## src/rtl/fetch_sequencer.sv

```systemverilog
// Fetch sequencer: drives program_memory, assembles 1/2-byte instructions for decode.
// Optional self-loop BRA halt under `define FETCH_SELF_LOOP_HALT_EN.
module fetch_sequencer #(
  parameter logic [7:0]  RESET_PC   = 8'd0,
  parameter int unsigned BOOT_DELAY = 1
) (
  input  logic       clk,
  input  logic       reset,
  output logic [7:0] pm_addr,
  input  logic [7:0] pm_data,
  output logic       instr_valid,
  input  logic       instr_ready,
  output logic [7:0] instr_op,
  output logic [7:0] instr_imm,
  output logic       instr_len2,
  output logic [7:0] instr_pc,
  input  logic       redirect_valid,
  input  logic [7:0] redirect_pc,
  output logic       halted
);

  typedef enum logic [2:0] {
    S_BOOT,
    S_FETCH1,
    S_FETCH2,
    S_HOLD
`ifdef FETCH_SELF_LOOP_HALT_EN
    , S_HALT
`endif
  } state_t;

  localparam logic [3:0] BOOT_LAST = 4'(BOOT_DELAY - 1);

  state_t     r_state;
  logic [3:0] r_boot_cnt;
  logic [7:0] r_pc;
  logic       r_valid;
  logic [7:0] r_op;
  logic [7:0] r_imm;
  logic       r_len2;
  logic [7:0] r_ipc;

  logic       w_two;
  logic [7:0] w_pc_inc;

  assign w_two    = (pm_data[7:4] == 4'b1000) ||
                    (pm_data[7:5] == 3'b101);
  assign w_pc_inc = r_pc + 8'd1;

  assign pm_addr     = r_pc;
  assign instr_valid = r_valid;
  assign instr_op    = r_op;
  assign instr_imm   = r_imm;
  assign instr_len2  = r_len2;
  assign instr_pc    = r_ipc;

`ifdef FETCH_SELF_LOOP_HALT_EN
  logic r_halted;
  logic w_self_loop;

  assign w_self_loop = r_valid && instr_ready &&
                       (r_op == 8'hA8) &&
                       (r_imm == r_ipc);
  assign halted = r_halted;
`else
  assign halted = 1'b0;
`endif

  always_ff @(posedge clk) begin
    if (!reset) begin
      r_state    <= S_BOOT;
      r_boot_cnt <= '0;
      r_pc       <= RESET_PC;
      r_valid    <= 1'b0;
      r_op       <= '0;
      r_imm      <= '0;
      r_len2     <= 1'b0;
      r_ipc      <= '0;
`ifdef FETCH_SELF_LOOP_HALT_EN
      r_halted   <= 1'b0;
`endif
    end else begin
      unique case (r_state)
        S_BOOT: begin
          if (r_boot_cnt == BOOT_LAST)
            r_state <= S_FETCH1;
          else
            r_boot_cnt <= r_boot_cnt + 4'd1;
        end
        S_FETCH1: begin
          if (redirect_valid) begin
            r_pc <= redirect_pc;
          end else begin
            r_op   <= pm_data;
            r_ipc  <= r_pc;
            r_len2 <= w_two;
            r_pc   <= w_pc_inc;
            if (w_two) begin
              r_state <= S_FETCH2;
            end else begin
              r_imm   <= '0;
              r_valid <= 1'b1;
              r_state <= S_HOLD;
            end
          end
        end
        S_FETCH2: begin
          if (redirect_valid) begin
            r_pc    <= redirect_pc;
            r_state <= S_FETCH1;
          end else begin
            r_imm   <= pm_data;
            r_pc    <= w_pc_inc;
            r_valid <= 1'b1;
            r_state <= S_HOLD;
          end
        end
        S_HOLD: begin
          if (redirect_valid || instr_ready) begin
            r_valid <= 1'b0;
            r_state <= S_FETCH1;
          end
          if (redirect_valid)
            r_pc <= redirect_pc;
`ifdef FETCH_SELF_LOOP_HALT_EN
          // a completed self-loop wins over any redirect
          if (w_self_loop) begin
            r_pc     <= r_pc;
            r_halted <= 1'b1;
            r_state  <= S_HALT;
          end
`endif
        end
`ifdef FETCH_SELF_LOOP_HALT_EN
        S_HALT: begin
          r_state <= S_HALT;
        end
`endif
        default: begin
          r_state <= S_BOOT;
        end
      endcase
    end
  end

endmodule

```

## config.mk

```make
export PLATFORM = sky130hd
export DESIGN_NAME = fetch_sequencer
export DESIGN_NICKNAME = d
export VERILOG_FILES = /design/src/rtl/fetch_sequencer.sv
export SDC_FILE = /design/constraint.sdc
export NUM_CORES = 1
export LEC_CHECK = 0
export BUFFER_PORTS_ARGS = -buffer_cell sky130_fd_sc_hd__buf_2
export CELL_PAD_IN_SITES_DETAIL_PLACEMENT = 1
export CELL_PAD_IN_SITES_GLOBAL_PLACEMENT = 2
export CORE_MARGIN = 1
export CORE_UTILIZATION = 31
export CTS_BUF_LIST = sky130_fd_sc_hd__clkbuf_16
export DETAILED_ROUTE_END_ITERATION = 8
export PLACE_DENSITY_LB_ADDON = 0.1
export SYNTH_ARGS = -nofsm -noshare
export SYNTH_HDL_FRONTEND = slang
export SYNTH_SLANG_ARGS = --single-unit
```

## constraint.sdc

```tcl
create_clock -name clk -period 2.9 [get_ports clk]
set_clock_uncertainty 0.2 [all_clocks]
set_input_delay 0 -clock clk [delete_from_list [all_inputs] [get_ports clk]]
set_output_delay 0 -clock clk [all_outputs]
set_load 0.02 [all_outputs]
```

==> flow_results.xml <==
<?xml version="1.0" encoding="UTF-8"?>
<metrics>
  <group name="routing">
    <metric name="met2RoutedLength" unit="um">2480</metric>
    <metric name="final_antenna_net_count" unit="">0</metric>
    <metric name="drc" unit="">0</metric>
    <metric name="viasPerCell" unit="">4.98</metric>
    <metric name="wirelength_met1" unit="um">2750</metric>
    <metric name="drt_first_pass_iters" unit="">4</metric>
    <metric name="detailedRoute.firstIterationViolations" unit="">73</metric>
    <metric name="route.detailed.wl_per_inst" unit="um">14.9</metric>
    <metric name="highest_layer" unit="">met4</metric>
    <metric name="route.met3.wl" unit="um">253</metric>
    <metric name="route.final.wire_length" unit="um">5550</metric>
    <metric name="vias" unit="">1858</metric>
  </group>
  <group name="placed_design">
    <metric name="post-place-ws" unit="ns">0.826</metric>
    <metric name="port_buffers" unit="">53</metric>
    <metric name="postPlaceCellArea" unit="sq um">2190</metric>
    <metric name="gp_congestion" unit="">0.780</metric>
    <metric name="hpwl" unit="um">3890</metric>
  </group>
  <group name="floorplanning">
    <metric name="std_cell_rows" unit="">27</metric>
    <metric name="dieWidth" unit="um">79.5</metric>
    <metric name="die_y" unit="um">79.5</metric>
    <metric name="floorplan.io_pins" unit="">55</metric>
    <metric name="core_region_area" unit="sq um">5640</metric>
    <metric name="die_area" unit="sq um">6320</metric>
    <metric name="initial_standard_cell_utilization_of_the_core" unit="%">33.0</metric>
  </group>
  <group name="worst_setup_path">
    <metric name="setup.worst_path.class" unit="">reg2reg</metric>
    <metric name="cp_slowest_stage_delay" unit="ns">0.54</metric>
    <metric name="worst-r2r-cell-count" unit="">5</metric>
    <metric name="timing.critical_path.slowest_stage_cell" unit="">sky130_fd_sc_hd__dlygate4sd3_1</metric>
    <metric name="worst_r2r_startpoint" unit="">r_state[0]</metric>
    <metric name="timing.critical_path.from_type" unit="">flop</metric>
    <metric name="path_cells" unit="">ha_1 &gt; mux2_2 &gt; o22ai_1 &gt; nor2_1 &gt; dlygate4sd3_1</metric>
    <metric name="reg2reg_setup_slack" unit="ns">0.45</metric>
    <metric name="cp_max_fo" unit="">13</metric>
    <metric name="cp_data_arrival_time" unit="ns">2.42</metric>
    <metric name="cp.required" unit="ns">2.87</metric>
    <metric name="crit-reg2reg-capture" unit="">pm_addr[1]</metric>
    <metric name="crit_path_start" unit="">r_state[0]</metric>
    <metric name="critical_path_end_type" unit="">flop</metric>
    <metric name="crit_path_end" unit="">pm_addr[1]</metric>
  </group>
  <group name="cells_and_area">
    <metric name="post-route-cell-area" unit="sq um">2560</metric>
    <metric name="area_growth_syn_to_layout" unit="%">37.2</metric>
    <metric name="drive_gt1_share" unit="%">22.6</metric>
    <metric name="antenna_cells_inserted" unit="">0</metric>
    <metric name="layout.nets" unit="">328</metric>
  </group>
  <group name="power">
    <metric name="totalPowerFinal" unit="uW">1770</metric>
    <metric name="cellLeakagePower" unit="uW">0.00107</metric>
    <metric name="p_int" unit="uW">1190</metric>
    <metric name="powerDensity" unit="nW/um^2">692</metric>
    <metric name="vdd_ir_drop_max" unit="mV">0.428</metric>
    <metric name="switching_power" unit="uW">582</metric>
    <metric name="clk_network_pwr_share" unit="%">35.6</metric>
    <metric name="power.sequential.fraction" unit="%">38.9</metric>
    <metric name="power_frac_comb" unit="%">25.5</metric>
    <metric name="switching_share" unit="%">32.9</metric>
  </group>
  <group name="yosys">
    <metric name="synth_seq_area_share" unit="%">43.0</metric>
    <metric name="synthesis.area" unit="sq um">1860</metric>
    <metric name="synth_fp_nets" unit="">259</metric>
    <metric name="syn-mean-instance-area" unit="sq um">8.07</metric>
    <metric name="post_synth_inst_count" unit="">231</metric>
    <metric name="yosys.cell_types.count" unit="">37</metric>
    <metric name="post_synth_edffs" unit="">0</metric>
    <metric name="ys_seq_elements" unit="">40</metric>
    <metric name="synth-main-ff-cell" unit="">sky130_fd_sc_hd__dfxtp_1</metric>
    <metric name="async_reset_ff_share" unit="%">0</metric>
    <metric name="yosys_warnings" unit="">0</metric>
  </group>
  <group name="cts">
    <metric name="cts.htree.levels" unit="">2</metric>
    <metric name="numCtsBuffers" unit="">5</metric>
    <metric name="root_buffer_master" unit="">sky130_fd_sc_hd__clkbuf_16</metric>
    <metric name="tritoncts_clock_tree" unit="">done</metric>
    <metric name="later_pin_clock_latency_in_the_skew_report" unit="ns">0.28</metric>
    <metric name="postcts_setup_bufs" unit="">0</metric>
    <metric name="cts.sink_count" unit="">40</metric>
    <metric name="worst_setup_hold_path_clk_slew" unit="ns">0.06</metric>
    <metric name="cts_buffer_depth" unit="">2</metric>
  </group>
  <group name="timing">
    <metric name="tns" unit="ns">0</metric>
    <metric name="max_freq" unit="GHz">0.408</metric>
    <metric name="maxSlewViolCount" unit="">0</metric>
    <metric name="setup_viol" unit="">0</metric>
    <metric name="fin_ws" unit="ns">0.451</metric>
    <metric name="timing.final.hold_violations" unit="">0</metric>
    <metric name="slew_headroom" unit="%">63.8</metric>
    <metric name="timing.hold.ws" unit="ns">0.255</metric>
    <metric name="finalWorstPathRequiredPeriod" unit="ns">2.45</metric>
    <metric name="timing_worst_slew_pin_value" unit="ns">0.543</metric>
    <metric name="post-route-period-util" unit="%">84.4</metric>
    <metric name="rsz0062_at_grt" unit="">no</metric>
  </group>
  <group name="flow_run">
    <metric name="cap_violations" unit="">0</metric>
  </group>
  <group name="grt">
    <metric name="grt_antenna_before_repair" unit="">0</metric>
    <metric name="first_global_vias" unit="">1866</metric>
    <metric name="grt_start_max_net_pins" unit="">24</metric>
    <metric name="grt_pass1_wl" unit="um">9090</metric>
    <metric name="grt_overflow" unit="">0</metric>
    <metric name="gr-usage-all-layers" unit="%">18.6</metric>
  </group>
  <group name="worst_hold_path">
    <metric name="worstHoldPathType" unit="">reg2reg</metric>
  </group>
  <group name="run_status">
    <metric name="result_of_the_run" unit="">finished clean</metric>
  </group>
</metrics>
cells by family (layout without fill, tap and decap cells):
kind of cell | after synthesis | after routing | share of synthesized area (%)
xor+xnor | 3 | 3 | 1.41
other cells | 1 | 1 | 0.201
mux | 10 | 10 | 5.44
buf+inv | 23 | 93 | 4.84
compound gates | 49 | 49 | 16.1
fa+ha+maj | 8 | 8 | 5.37
simple gates | 97 | 97 | 23.6
flops | 40 | 40 | 43.0
registers in the layout, indices dropped and copies added (netlist names):
register and flops:
instr_imm 8, instr_pc 8, r_state 2, pm_addr 8
r_boot_cnt 4, instr_valid 1, instr_op 8, instr_len2 1
layer usage:
metal	GRT usage, %	vias to the layer above
li1	-	934
met1	25.3	866
met2	29.4	50
met3	3.89	8
met4	5.45	0
met5	0	-
cell usage after synthesis, types with 2 or more instances:
cell	instances	area share (%)
sky130_fd_sc_hd__nand2_1	49	9.9
sky130_fd_sc_hd__nand3_1	13	3.5
sky130_fd_sc_hd__a31oi_1	2	0.67
sky130_fd_sc_hd__nand4_1	5	1.7
sky130_fd_sc_hd__nor2_1	15	3.0
sky130_fd_sc_hd__inv_1	7	1.4
sky130_fd_sc_hd__xor2_1	2	0.94
sky130_fd_sc_hd__o21a_1	3	1.2
sky130_fd_sc_hd__nor3_1	5	1.3
sky130_fd_sc_hd__ha_1	8	5.4
sky130_fd_sc_hd__clkbuf_1	13	2.6
sky130_fd_sc_hd__o21ai_0	10	2.7
sky130_fd_sc_hd__a211oi_1	3	1.2
sky130_fd_sc_hd__a311oi_1	5	2.4
sky130_fd_sc_hd__mux2i_1	9	4.8
sky130_fd_sc_hd__a21oi_1	21	5.6
sky130_fd_sc_hd__nor2b_1	2	0.67
sky130_fd_sc_hd__dfxtp_1	40	43
final cells by class:
class / count / area (sq um)
well taps: 72 / 90.1
multi-input cells: 168 / 972
repair buffers: 77 / 495
clock inverters: 3 / 42.5
flip-flops and latches: 40 / 801
fillers: 707 / 3090
clock buffers: 5 / 125
inverters: 8 / 30.0
placed cells by master, fill, tap and decap left out, drive strengths merged, types with 6 or more instances in the layout:
cell type and count:
o21ai 10, dlygate4sd3 20, nor2 15, mux2i 9, a21oi 21, inv 7
nand2 49, nor3 6, buf 57, ha 8, dfxtp 40, nand3 13
worst min-delay path by stage:
stage / from / end / slack (ns) / depth (start not counted)
4_1_cts: instr_op[7] / instr_op[7] / 0.26 / 2
3_3_place_gp: redirect_pc[1] / pm_addr[1] / 0.06 / 3
2_1_floorplan: pm_data[0] / instr_op[0] / -0.06 / 2
5_1_grt: instr_imm[3] / instr_imm[3] / 0.27 / 2
6_report: instr_op[1] / instr_op[1] / 0.26 / 2
3_5_place_dp: redirect_pc[1] / pm_addr[1] / 0.06 / 3
worst max-delay path, delay by kind of cell (launching register included):
| family | cells | cell delay [ns] |
|---|---|---|
| mux | 1 | 0.50 |
| fa+ha+maj | 1 | 0.45 |
| simple gates | 1 | 0.06 |
| buf+inv | 1 | 0.54 |
| compound gates | 1 | 0.18 |
| flops | 1 | 0.40 |
power groups by stage:
stage	Combinational, uW	Sequential, uW	Clock (uW)
4_1_cts	454	687	650
3_5_place_dp	426	699	0
6_report	452	688	630
3_3_place_gp	426	699	0
2_1_floorplan	243	728	0
5_1_grt	502	699	665
timing repair:
item / CTS / global route
gates resized for setup: 0 / 0
hold endpoints to repair: 26 / 0
hold buffers: 20 / 0
metrics by stage:
step | cells | util, %
after floorplan | 231 | -
after global placement | 345 | 38.8
after detailed placement | 345 | 38.8
after CTS | 373 | 45.3
after global routing | 373 | 45.3
final | 373 | 45.3
Power figures use the tool's default switching activity.
